**src/rtl/frame_streamer.sv**
```systemverilog
// Raster frame source/sink: fetch pixels from sync frame memory and stream them with x/y/sync; write returned pixels back in raster order.
// Start-to-first-valid is 2 cycles. out_ready low holds the 2-entry buffer and pauses fetch; en low freezes everything except in-flight read capture.
module frame_streamer #(
  parameter int PIXEL_SIZE = 24,
  parameter int ADDR_W     = 19,
  parameter int DIM_W      = 12,
  parameter int H_BLANK    = 4,
  parameter int V_BLANK    = 16
) (
  input  logic                  clk,
  input  logic                  reset,
  input  logic                  en,
  input  logic                  start,
  input  logic                  loop,
  input  logic [DIM_W-1:0]      width,
  input  logic [DIM_W-1:0]      height,
  output logic                  rd_en,
  output logic [ADDR_W-1:0]     rd_addr,
  input  logic [PIXEL_SIZE-1:0] rd_data,
  output logic                  out_valid,
  input  logic                  out_ready,
  output logic [PIXEL_SIZE-1:0] out_pixel,
  output logic [DIM_W-1:0]      x,
  output logic [DIM_W-1:0]      y,
  output logic                  hsync,
  output logic                  vsync,
  input  logic                  in_valid,
  input  logic [PIXEL_SIZE-1:0] in_pixel,
  output logic                  wr_en,
  output logic [ADDR_W-1:0]     wr_addr,
  output logic [PIXEL_SIZE-1:0] wr_data,
  output logic                  busy,
  output logic                  done,
  output logic [31:0]           frame
);
  localparam int BT_W = 16;
  localparam logic [BT_W-1:0] H_LOAD = BT_W'((H_BLANK > 0) ? H_BLANK - 1 : 0);
  localparam logic [BT_W-1:0] V_LOAD = BT_W'((V_BLANK > 0) ? V_BLANK - 1 : 0);

  typedef enum logic [2:0] {IDLE, ACTIVE, HBLANK, VBLANK, DRAIN} state_t;

  typedef struct packed {
    logic [DIM_W-1:0] x;
    logic [DIM_W-1:0] y;
    logic             hsync;
    logic             vsync;
  } meta_t;

  typedef struct packed {
    logic [PIXEL_SIZE-1:0] pixel;
    meta_t                 meta;
  } ent_t;

  state_t           state;
  logic [DIM_W-1:0] w_lat, h_lat, fx, fy, wcol, wrow;
  logic             loop_lat;
  logic [BT_W-1:0]  btimer;
  logic             rd_pend;
  meta_t            pend_meta;
  ent_t             fifo_mem [2];
  logic             wp, rp;
  logic [1:0]       cnt, cnt_after, occ;
  logic             xfer;
  ent_t             head;

  assign head      = fifo_mem[rp];
  assign out_valid = en && (cnt != 2'd0);
  assign xfer      = out_valid && out_ready;
  // Occupancy counts the slot freed by this cycle's transfer so a row streams at one pixel per cycle.
  assign cnt_after = cnt - {1'b0, xfer};
  assign occ       = cnt_after + {1'b0, rd_pend};
  assign rd_en     = en && (state == ACTIVE) && (occ < 2'd2);

  assign out_pixel = head.pixel;
  assign x         = head.meta.x;
  assign y         = head.meta.y;
  assign hsync     = head.meta.hsync;
  assign vsync     = head.meta.vsync;
  assign busy      = (state != IDLE);

  assign wr_en     = in_valid && en;
  assign wr_data   = in_pixel;

  // Read data is captured whenever it returns, even with en low, so nothing in flight is lost.
  always_ff @(posedge clk or posedge reset) begin
    if (reset) begin
      fifo_mem[0] <= '0;
      fifo_mem[1] <= '0;
      wp          <= 1'b0;
      rp          <= 1'b0;
      cnt         <= 2'd0;
      rd_pend     <= 1'b0;
      pend_meta   <= '0;
    end else begin
      rd_pend <= rd_en;
      if (rd_en)
        pend_meta <= '{x: fx, y: fy, hsync: (fx == '0), vsync: (fx == '0) && (fy == '0)};
      if (rd_pend) begin
        fifo_mem[wp] <= '{pixel: rd_data, meta: pend_meta};
        wp           <= ~wp;
      end
      if (xfer)
        rp <= ~rp;
      cnt <= occ;
    end
  end

  always_ff @(posedge clk or posedge reset) begin
    if (reset) begin
      state    <= IDLE;
      w_lat    <= '0;
      h_lat    <= '0;
      loop_lat <= 1'b0;
      fx       <= '0;
      fy       <= '0;
      rd_addr  <= '0;
      btimer   <= '0;
      done     <= 1'b0;
      frame    <= '0;
    end else begin
      done <= 1'b0;
      if (en) begin
        case (state)
          IDLE: begin
            if (start && (width != '0) && (height != '0)) begin
              w_lat    <= width;
              h_lat    <= height;
              loop_lat <= loop;
              fx       <= '0;
              fy       <= '0;
              rd_addr  <= '0;
              state    <= ACTIVE;
            end
          end
          ACTIVE: begin
            if (rd_en) begin
              rd_addr <= rd_addr + 1'b1;
              if (fx == w_lat - 1'b1) begin
                fx <= '0;
                if (fy == h_lat - 1'b1) begin
                  state <= DRAIN;
                end else begin
                  fy <= fy + 1'b1;
                  if (H_BLANK > 0) begin
                    btimer <= H_LOAD;
                    state  <= HBLANK;
                  end
                end
              end else begin
                fx <= fx + 1'b1;
              end
            end
          end
          HBLANK, VBLANK: begin
            if (btimer == '0) state <= ACTIVE;
            else              btimer <= btimer - 1'b1;
          end
          DRAIN: begin
            // Exit on the edge of the last transfer so done/busy land in the following cycle.
            if ((cnt_after == 2'd0) && !rd_pend) begin
              frame   <= frame + 32'd1;
              fx      <= '0;
              fy      <= '0;
              rd_addr <= '0;
              if (loop_lat && loop) begin
                if (V_BLANK > 0) begin
                  btimer <= V_LOAD;
                  state  <= VBLANK;
                end else begin
                  state <= ACTIVE;
                end
              end else begin
                loop_lat <= 1'b0;
                done     <= 1'b1;
                state    <= IDLE;
              end
            end
          end
          default: state <= IDLE;
        endcase
      end
    end
  end

  // Write-back walks the latched frame geometry, wrapping after the last pixel without a multiply.
  always_ff @(posedge clk or posedge reset) begin
    if (reset) begin
      wr_addr <= '0;
      wcol    <= '0;
      wrow    <= '0;
    end else if (wr_en) begin
      if (wcol == w_lat - 1'b1) begin
        wcol <= '0;
        if (wrow == h_lat - 1'b1) begin
          wrow    <= '0;
          wr_addr <= '0;
        end else begin
          wrow    <= wrow + 1'b1;
          wr_addr <= wr_addr + 1'b1;
        end
      end else begin
        wcol    <= wcol + 1'b1;
        wr_addr <= wr_addr + 1'b1;
      end
    end
  end
endmodule

```
**config.mk**
```make
export PLATFORM = sky130hd
export DESIGN_NAME = frame_streamer
export DESIGN_NICKNAME = d
export VERILOG_FILES = /design/src/rtl/frame_streamer.sv
export SDC_FILE = /design/constraint.sdc
export NUM_CORES = 1
export LEC_CHECK = 0
export ABC_CLOCK_PERIOD_IN_PS = 11600
export BUFFER_PORTS_ARGS = -buffer_cell sky130_fd_sc_hd__buf_2
export CAP_MARGIN = 20
export CELL_PAD_IN_SITES_DETAIL_PLACEMENT = 0
export CELL_PAD_IN_SITES_GLOBAL_PLACEMENT = 1
export CORE_ASPECT_RATIO = 0.5
export CORE_MARGIN = 1
export CORE_UTILIZATION = 47
export CTS_BUF_LIST = sky130_fd_sc_hd__clkbuf_8
export CTS_CLUSTER_SIZE = 10
export DETAILED_ROUTE_END_ITERATION = 12
export GPL_ROUTABILITY_DRIVEN = 0
export PLACE_DENSITY = 0.87
export SYNTH_ARGS = -nofsm -noshare
export SYNTH_HDL_FRONTEND = slang
export SYNTH_SLANG_ARGS = --single-unit
```
**constraint.sdc**
```tcl
create_clock -name clk -period 11.6 [get_ports clk]
set_input_delay 2.32 -clock clk [delete_from_list [all_inputs] [get_ports clk]]
set_output_delay 2.32 -clock clk [all_outputs]
set_load 0.01 [all_outputs]
```
==> flow_summary.yaml <==
layout:
  fin_cells: 2006
  areaGrowthSynthToFinish_pct: 13.0
  final_area_um2: 17000
  drive_gt1_share_pct: 28.3
  n_antenna_cell: 0
  fin_nets: 1643
drt:
  drcViolationCount: 0
  route.top_layer_used: "met4"
  wl_um: 34500
  met1_length_um: 16000
  drt_iter0_drc: 835
  wl_per_cell_um: 17.2
  wl_met2_um: 16000
  avgViaCountPerCell: 5.49
  dr_total_vias: 11000
  ant_nets: 0
  wl_met3_um: 2010
  first_pass_iters: 5
synthesis:
  yosys-top-cells-area: "dfrtp_1, mux2_2, xnor2_1, nand2_1, xor2_1"
  ys_ff_latch: 294
  async_flop_share_pct: 100
  yosys.area_share.simple_pct: 16.8
  synth_compound_area_share_pct: 7.44
  synth_commonest_cells: "dfrtp_1, mux2_2, nand2_1"
  netlist_area_um2: 15100
  yosysTopAreaCell: "dfrtp_1"
  syn_area_per_cell_um2: 10.7
  muxShareOfSynthArea_pct: 13.4
  yosysMostFrequentCell: "dfrtp_1"
  yosysSeqAreaShare_pct: 48.8
  synth_top_family_by_area: "simple AND/OR/NAND/NOR gates"
  synth_cell_types: 73
  syn_nets: 1505
  synth_warnings: 0
  synthFlopType: "dfrtp_1"
  synthAdderAreaFrac_pct: 1.16
  synth_edf_count: 0
  synthXorXnorAreaFrac_pct: 8.32
  synthesis.instances: 1412
  synthDominantCellAreaShare_pct: 48.8
timing:
  maxSlewHeadroom_pct: 38.5
  setup_ws_ns: 4.22
  fin_crit_ns: 7.38
  slew_viol_final: 0
  tightest_slew_ns: 0.923
  tns_ns: 0
  setup_viol_count_final: 0
  fmax_ghz: 0.136
  grt_setup_unrepaired: "false"
  hold_viol_final: 0
  min_period_over_period_pct: 63.6
  hold_ws_ns: 0.476
  skew_ns: 0.0124
pwr:
  power_density_nw_per_um2: 158
  irDropWorstVdd_mv: 0.0794
  p_leak_nw: 8.24
global_route:
  track_usage_pct: 21.5
  grt_max_degree: 169
  grt_pass1_vias: 10900
  grt_antenna_before_repair: 0
  grt_overflow: 0
  grt_pass1_wl_um: 56500
clocking:
  insertion_delay_ns: 0.58
  clk_root_buffer_cell: "clkbuf_8"
  cts_hold_repair.buffers: 0
  cts_tree: "done"
  clkTransAtPathRegs_ns: 0.06
  clock-sinks: 294
  post_cts_buffers: 0
  htreeDepth: 2
  cts-resized-gates: 0
  clockBufferDepth: 3
  numCtsBuffers: 44
setup_path:
  cpMostUsedCell: "inv_1"
  critPathMaxFanout: 29
  r2r_start: "w_lat[0]"
  cp-start-kind: "input port"
  reg2reg_depth: 10
  worstSetupPathType: "in2out"
  critPathCaptureType: "output port"
  cp_data_required_time_ns: 9.28
  r2r-end: "wrow[7]"
  reg2reg_setup_slack_ns: 7.47
  cp_data_arrival_time_ns: 5.06
  cp_slowest_cell: "inv_1"
  worstPathCellList: "buf_2 > inv_1 > nor2_1 > and2_1 > ha_1 > inv_1 > ha_1 > xnor2_1 > or3_1 > buf_16 > inv_1 > buf_2"
  cpPeakStageDelay_ns: 0.53
place:
  dp.cells: 1926
  dp_hpwl_um: 24100
  post-place-ws_ns: 3.81
  place_area_um2: 16100
  io_buffers: 179
min_path:
  hp-start: "frame[31]"
  hold_path_class: "reg2reg"
  whs_path_depth: 1
  min_to: "frame[31]"
die:
  initial_utilization_pct: 48.8
  ios: 228
  die_w_um: 255
  die-area_um2: 32800
  die-height_um: 129
  fp-row-count: 45
  core_um2: 30900
run:
  maxCapViolations: 0
status:
  status: "finished clean"
[state kept, by name, summed over array words and instances (netlist names), 2 cells and up]
| name | flops |
|---|---|
| rd_addr | 19 |
| wcol | 12 |
| w_lat | 12 |
| btimer | 16 |
| fy | 12 |
| cnt | 2 |
| wrow | 12 |
| fx | 12 |
| h_lat | 12 |
| fifo_mem | 100 |
| wr_addr | 19 |
| state | 3 |
| pend_meta | 26 |
| frame | 32 |
[per-stage QoR]
stage | power (mW) | util (%)
after global placement | 1.83 | 52.0
after floorplan | 1.70 | -
after detailed placement | 1.86 | 52.2
final | 2.68 | 55.1
after global routing | 2.85 | 55.1
after CTS | 2.71 | 55.0
[kinds of logic (layout without fill, tap and decap cells)]
logic type	after synthesis	count (layout)
simple gates	492	492
mux	180	180
flops	294	294
compound gates	172	172
fa+ha+maj	14	14
buf+inv	128	299
xor+xnor	132	132
[how the worst max path moves through the flow]
| stage | start | cells after the start | slack [ns] | to |
|---|---|---|---|---|
| after CTS | en | 11 | 3.81 | rd_en |
| final | en | 12 | 4.22 | rd_en |
| after floorplan | reset | 1 | 1.16 | btimer[0] |
| after global routing | en | 11 | 4.00 | rd_en |
| after detailed placement | en | 11 | 3.81 | rd_en |
| after global placement | en | 11 | 3.96 | rd_en |
[report_power, final]
part | switching, mW | internal, mW | leakage (nW)
logic | 0.304 | 0.298 | 3.85
registers | 0.129 | 1.11 | 3.87
clock network | 0.407 | 0.436 | 0.522
[area by class of cell]
| cell class | instances | area [um^2] |
|---|---|---|
| fill | 2634 | 13900 |
| sequential | 294 | 7360 |
| multi-input combinational | 990 | 7110 |
| timing repair buffer | 190 | 1040 |
| clock buffer | 56 | 771 |
| tap | 423 | 529 |
| inverter | 30 | 120 |
| clock inverter | 23 | 105 |
[per-layer routing]
metal	global-route usage (%)	up-vias
li1	-	5247
met4	5.64	0
met5	0	-
met3	4.19	51
met2	34.3	275
met1	30.1	5447
[worst max-delay path: cells and delay by family]
kind / cells / cell delay [ns]
XOR/XNOR: 1 / 0.18
AND/OR/NAND/NOR: 3 / 0.74
adder cells (fa/ha/maj): 2 / 0.47
buffers and inverters: 6 / 1.34
[layout by cell type, fill, tap and decap left out, types with 7 or more instances in the layout]
cell type,count
nand2_1,160
nor2_1,92
or3_1,21
mux2_2,177
nor3_1,19
a22o_1,7
clkbuf_8,56
o21ai_0,65
nand3_1,36
ha_1,14
nor2b_1,7
buf_2,179
dfrtp_1,293
and4_1,9
and3_1,38
inv_1,47
o31ai_1,12
a21oi_1,28
nand2b_1,14
nand4_1,25
or4_1,9
xor2_1,49
nor4_1,21
xnor2_1,76
buf_4,7
No activity file was read; power rests on OpenSTA's default activity.
